`config.mk`:
```
export PLATFORM = sky130hd
export DESIGN_NAME = button_reader
export DESIGN_NICKNAME = d
export VERILOG_FILES = /design/src/rtl/button_reader.sv
export SDC_FILE = /design/constraint.sdc
export NUM_CORES = 1
export LEC_CHECK = 0
export BUFFER_PORTS_ARGS = -buffer_cell sky130_fd_sc_hd__buf_2
export CORE_UTILIZATION = 40
export DETAILED_ROUTE_END_ITERATION = 8
export SYNTH_ARGS = -nofsm -noshare
export SYNTH_HDL_FRONTEND = slang
export SYNTH_SLANG_ARGS = --single-unit
export TNS_END_PERCENT = 100
```
`constraint.sdc`:
```
create_clock -name clk -period 3.1 [get_ports clk]
set_clock_uncertainty 0.2 [all_clocks]
set_input_delay 0 -clock clk [delete_from_list [all_inputs] [get_ports clk]]
set_output_delay 0 -clock clk [all_outputs]
set_load 0.05 [all_outputs]
```
`src/rtl/button_reader.sv`:
```
// button_reader: debounced push-button reader with press, release and
// long-press strobes plus an 8-bit wrapping press counter.
// Ports: clk, reset_n (sync, active-low), btn_n (raw, active-low pin),
//   btn_level (1 = pressed), press_pulse, release_pulse, long_pulse,
//   press_count[7:0].
// Optional: define BUTTON_READER_REPEAT_EN for auto-repeat while held.
module button_reader #(
   parameter int DEBOUNCE_CYCLES   = 240_000,
   parameter int LONG_PRESS_CYCLES = 24_000_000,
   parameter int REPEAT_CYCLES     = 6_000_000
) (
   input  logic       clk,
   input  logic       reset_n,
   input  logic       btn_n,
   output logic       btn_level,
   output logic       press_pulse,
   output logic       release_pulse,
   output logic       long_pulse,
   output logic [7:0] press_count
);

   typedef enum logic [2:0] {
      IDLE,
      DEB_PRESS,
      PRESSED,
      HELD,
      DEB_RELEASE
   } state_t;

   localparam logic [24:0] DEB_LAST  = 25'(DEBOUNCE_CYCLES - 1);
   localparam logic [24:0] LONG_LAST = 25'(LONG_PRESS_CYCLES - 1);

   state_t      state;
   state_t      state_nxt;
   logic [24:0] deb_cnt;
   logic [24:0] deb_nxt;
   logic [24:0] hold_cnt;
   logic [24:0] hold_nxt;
   logic        long_fired;
   logic        fired_nxt;
   logic        sync_1;
   logic        sync_n;

   logic        level_d;
   logic        press_d;
   logic        release_d;
   logic        long_d;

`ifdef BUTTON_READER_REPEAT_EN
   localparam logic [24:0] REP_LAST = 25'(REPEAT_CYCLES - 1);
   logic [24:0] rep_cnt;
   logic [24:0] rep_nxt;
`endif

   // Two-flop synchronizer; resets to the released level.
   always_ff @(posedge clk) begin
      if (!reset_n) begin
         sync_1 <= 1'b1;
         sync_n <= 1'b1;
      end else begin
         sync_1 <= btn_n;
         sync_n <= sync_1;
      end
   end

   // State and counter registers.
   always_ff @(posedge clk) begin
      if (!reset_n) begin
         state      <= IDLE;
         deb_cnt    <= '0;
         hold_cnt   <= '0;
         long_fired <= 1'b0;
`ifdef BUTTON_READER_REPEAT_EN
         rep_cnt    <= '0;
`endif
      end else begin
         state      <= state_nxt;
         deb_cnt    <= deb_nxt;
         hold_cnt   <= hold_nxt;
         long_fired <= fired_nxt;
`ifdef BUTTON_READER_REPEAT_EN
         rep_cnt    <= rep_nxt;
`endif
      end
   end

   // Next-state and counter logic. A release seen in PRESSED or HELD
   // wins over any threshold reached in the same cycle.
   always_comb begin
      state_nxt = state;
      deb_nxt   = deb_cnt;
      hold_nxt  = hold_cnt;
      fired_nxt = long_fired;
`ifdef BUTTON_READER_REPEAT_EN
      rep_nxt   = rep_cnt;
`endif
      unique case (state)
         IDLE: begin
            if (!sync_n) begin
               state_nxt = DEB_PRESS;
               deb_nxt   = '0;
            end
         end
         DEB_PRESS: begin
            if (sync_n) begin
               state_nxt = IDLE;
            end else if (deb_cnt == DEB_LAST) begin
               state_nxt = PRESSED;
               hold_nxt  = '0;
               fired_nxt = 1'b0;
            end else begin
               deb_nxt = deb_cnt + 25'd1;
            end
         end
         PRESSED: begin
            if (sync_n) begin
               state_nxt = DEB_RELEASE;
               deb_nxt   = '0;
            end else if (hold_cnt == LONG_LAST) begin
               state_nxt = HELD;
               fired_nxt = 1'b1;
`ifdef BUTTON_READER_REPEAT_EN
               rep_nxt   = '0;
`endif
            end else begin
               hold_nxt = hold_cnt + 25'd1;
            end
         end
         HELD: begin
            if (sync_n) begin
               state_nxt = DEB_RELEASE;
               deb_nxt   = '0;
            end else begin
`ifdef BUTTON_READER_REPEAT_EN
               if (rep_cnt == REP_LAST) begin
                  rep_nxt = '0;
               end else begin
                  rep_nxt = rep_cnt + 25'd1;
               end
`endif
            end
         end
         DEB_RELEASE: begin
            // A glitch back to low resumes the press where it left off.
            if (!sync_n) begin
               state_nxt = long_fired ? HELD : PRESSED;
            end else if (deb_cnt == DEB_LAST) begin
               state_nxt = IDLE;
            end else begin
               deb_nxt = deb_cnt + 25'd1;
            end
         end
         default: begin
            state_nxt = IDLE;
         end
      endcase
   end

   // Output decode: next values of the registered outputs.
   always_comb begin
      level_d   = btn_level;
      press_d   = 1'b0;
      release_d = 1'b0;
      long_d    = 1'b0;
      unique case (state)
         DEB_PRESS: begin
            if (!sync_n && deb_cnt == DEB_LAST) begin
               press_d = 1'b1;
               level_d = 1'b1;
            end
         end
         PRESSED: begin
            long_d = !sync_n && hold_cnt == LONG_LAST;
         end
         HELD: begin
`ifdef BUTTON_READER_REPEAT_EN
            press_d = !sync_n && rep_cnt == REP_LAST;
`endif
         end
         DEB_RELEASE: begin
            if (sync_n && deb_cnt == DEB_LAST) begin
               release_d = 1'b1;
               level_d   = 1'b0;
            end
         end
         default: begin
         end
      endcase
   end

   // Registered outputs.
   always_ff @(posedge clk) begin
      if (!reset_n) begin
         btn_level     <= 1'b0;
         press_pulse   <= 1'b0;
         release_pulse <= 1'b0;
         long_pulse    <= 1'b0;
         press_count   <= '0;
      end else begin
         btn_level     <= level_d;
         press_pulse   <= press_d;
         release_pulse <= release_d;
         long_pulse    <= long_d;
         press_count   <= press_count + {7'd0, press_d};
      end
   end

endmodule

```
==> impl_metrics.env <==
export IMPL_yosys_mux_area_fraction_pct=0.285
export IMPL_die_h_um=95.7
export IMPL_grt_most_used_layer="met2"
export IMPL_ys_flop_type="dfxtp_1"
export IMPL_timing_max_cap_violations=0
export IMPL_criticalPathCategory="reg2reg"
export IMPL_drt_antenna_violating_nets=0
export IMPL_clk_transition_reported_paths_ns=0.07
export IMPL_nets=457
export IMPL_multiInputGateArea_um2=2040
export IMPL_synth_simple_gate_area_share_pct=34.2
export IMPL_filler_cell_count=825
export IMPL_floorplan_io_pins=15
export IMPL_hold_start="btn_n"
export IMPL_fraction_of_the_yosys_area_taken_by_sequential_cells_pct=38.8
export IMPL_setup_violations_final=0
export IMPL_cellPowerDensity_nw_per_um2=449
export IMPL_route_detailed_wl_per_inst_um=14.4
export IMPL_core_rowCount=33
export IMPL_status="finished, final reports clean"
export IMPL_initial_core_util_pct=42.1
export IMPL_tritoncts_clock_tree="yes"
export IMPL_post_route_cells_drive_above_1_share_pct=12.7
export IMPL_diodes=0
export IMPL_clock_fmax_mhz=353
export IMPL_clock_sink_count=68
export IMPL_groute_layer_met2_usage_pct=28.7
export IMPL_count_of_flip_flops_with_a_built_in_enable_after_synthesis=0
export IMPL_core_um2=8340
export IMPL_yosys_register_bits=68
export IMPL_io_buffers=14
export IMPL_routed_via_density=5.64
export IMPL_top_fanout_value_on_the_critical_path=10
export IMPL_wire_length_of_the_first_global_routing_pass_um=13300
export IMPL_global_route_overflow_total=0
export IMPL_layoutNonFillerInstCount=560
export IMPL_count_of_buffers_added_by_post_cts_timing_repair_for_setup=0
export IMPL_clockRootBuffer="clkbuf_8"
export IMPL_die_w_um=95.7
export IMPL_grt_use_total_pct=18.7
export IMPL_crit_arrival_ns=2.84
export IMPL_syn_avg_cell_area_um2=8.13
export IMPL_cts_max_path_buffers=2
export IMPL_worstSkewPairLatency_ns=0.34
export IMPL_critical_path_startpoint="deb_cnt[1]"
export IMPL_synth_top_family_by_area="simple AND/OR/NAND/NOR gates"
export IMPL_met3_usage_pct=3.11
export IMPL_layout_cells_most_common="dfxtp_1"
export IMPL_yosys_area_share_xor_xnor_pct=6.49
export IMPL_grt_antenna_before_repair=0
export IMPL_timing_final_crit_period_ns=2.83
export IMPL_route_final_wire_length_um=8060
export IMPL_final_hold_vio_count=0
export IMPL_dp_final_hpwl_um=5500
export IMPL_register_area_um2=1360
export IMPL_cts_buffers_inserted=9
export IMPL_postSynth_asyncResetShare_pct=0
export IMPL_synth_net_count=439
export IMPL_leakage_nw=1.41
export IMPL_synth_cell_types=55
export IMPL_hp_class="in2reg"
export IMPL_regToRegStartpoint="deb_cnt[1]"
export IMPL_ir_drop_v=0.000232
export IMPL_yosys_warnings=0
export IMPL_grt_met1_usage_pct=25.9
export IMPL_grt_pass1_vias=2855
export IMPL_1st_pass_router_iterations=4
export IMPL_crit_end_category="flip-flop"
export IMPL_dr_total_vias=3156
export IMPL_gp_routability_congestion=0.861
export IMPL_syn_inst=432
export IMPL_worst_path_required_ns=3.11
export IMPL_finalSetupTns_ns=0
export IMPL_dp_cells=542
export IMPL_synth_adder_area_share_pct=1.43
export IMPL_route_detailed_drc=0
export IMPL_cts_htree_levels=3
export IMPL_layout_cells_most_common_list="68 x dfxtp_1, 47 x nand2_1, 44 x nor2_1"
export IMPL_final_period_utilization_pct=91.3
export IMPL_grt_max_degree=32
export IMPL_unrepaired_setup_endpoints_after_global_routing="false"
export IMPL_timing_worst_slew_pin_value_ns=0.749
export IMPL_floorplan_die_area_um2=9160
export IMPL_synth_compound_area_share_pct=15.5
export IMPL_timing_max_transition_violations_final=0
export IMPL_synth_area_um2=3510
export IMPL_layout_area_overhead_pct=13.2
export IMPL_startpoint_type="flip-flop"
export IMPL_timing_max_slew_rel_slack_pct=49.7
export IMPL_dr_first_iter_drc_count=144
-- flip-flops by register name, indices dropped and copies added (netlist names) --
signal         flops
deb_cnt           25
hold_cnt          25
press_count        8
state              3
btn_level          1
long_fired         1
long_pulse         1
press_pulse        1
release_pulse      1
sync_1             1
sync_n             1
-- worst paths after layout --
path,cells after the start,end,slack [ns]
setup / recovery,8,hold_cnt[8],0.27
hold / removal,3,sync_1,0.17
setup reg to reg,8,hold_cnt[8],0.27
hold reg to reg,1,sync_n,0.21
-- per-layer routing --
metal	share of wire [%]	wire length, µm	up-vias
met4	1.3	103	0
met2	44	3540	76
li1	-	-	1601
met1	50	4040	1469
met3	4.6	369	10
met5	0	0	-
-- through the flow --
step                      hold slack, ns  instance area [µm²]  total power, W  worst slack [ns]  utilization, %
after floorplan                  -0.0985                 3510        0.000933             0.510               -
after global placement           -0.0163                 3700        0.000946             0.250            44.4
after detailed placement         -0.0139                 3700        0.000946             0.172            44.4
after CTS                          0.160                 3960         0.00180             0.149            47.5
after global routing               0.186                 3970         0.00184            0.0915            47.6
final                              0.175                 3970         0.00179             0.270            47.6
-- logic make-up (layout without fill, tap and decap cells) --
group / count (synthesis) / in the layout
AOI/OAI and AO/OA: 82 / 82
xor gates and xnor gates: 26 / 26
adders and majority gates: 4 / 4
buffers and inverters: 26 / 49
DFF: 68 / 68
muxes: 1 / 1
and+or+nand+nor: 225 / 225
-- cell usage after synthesis (3+ instances only) --
cell	n	area, µm²
xor2_1	12	105
and4_1	4	35.0
a21oi_1	13	65.1
o31ai_1	5	37.5
inv_1	5	18.8
nor4_1	10	62.6
o211ai_2	3	37.5
o21ai_1	4	20.0
nor3b_1	4	30.0
or4_1	4	30.0
buf_2	3	15.0
a21boi_1	5	37.5
o21a_1	4	30.0
ha_1	4	50.1
dfxtp_1	68	1360
a31oi_1	15	93.8
and2_1	13	81.3
nor2_1	44	165
clkbuf_1	16	60.1
nand3_1	33	165
nand2b_1	4	25.0
or2_2	5	31.3
nand4_1	12	75.1
xnor2_1	14	123
nor3_1	16	80.1
nor3b_2	3	37.5
and3_1	10	62.6
o21ai_0	18	90.1
nand2_1	47	176
-- critical path, cell delays in order, from the launching register on --
cell and delay (ns):
dfxtp_1 0.38, ha_1 0.23, and4_1 0.27, nand2_1 0.17, or4_4 0.63, nor3b_2 0.31
o21a_1 0.22, buf_4 0.20, a31oi_1 0.10
-- final cells by class --
cell class | count | area share (%)
inverter | 5 | 0.472
timing repair buffer | 28 | 4.54
tap | 105 | 3.31
sequential | 68 | 34.3
clock buffer | 13 | 4.25
multi-input combinational | 338 | 51.5
clock inverter | 3 | 1.70
-- where the power goes --
part | internal, W | total (W) | switching (W)
sequential | 0.000876 | 0.000879 | 0.00000324
combinational | 0.0000164 | 0.0000488 | 0.0000324
clock | 0.000520 | 0.000858 | 0.000338
-- what timing repair did --
action / in CTS / in global routing
hold buffers: 2 / 0
setup endpoints to repair: 0 / 12
hold endpoints to repair: 22 / 0
resized for setup: 0 / 2
(Power assumes the default switching activity.)
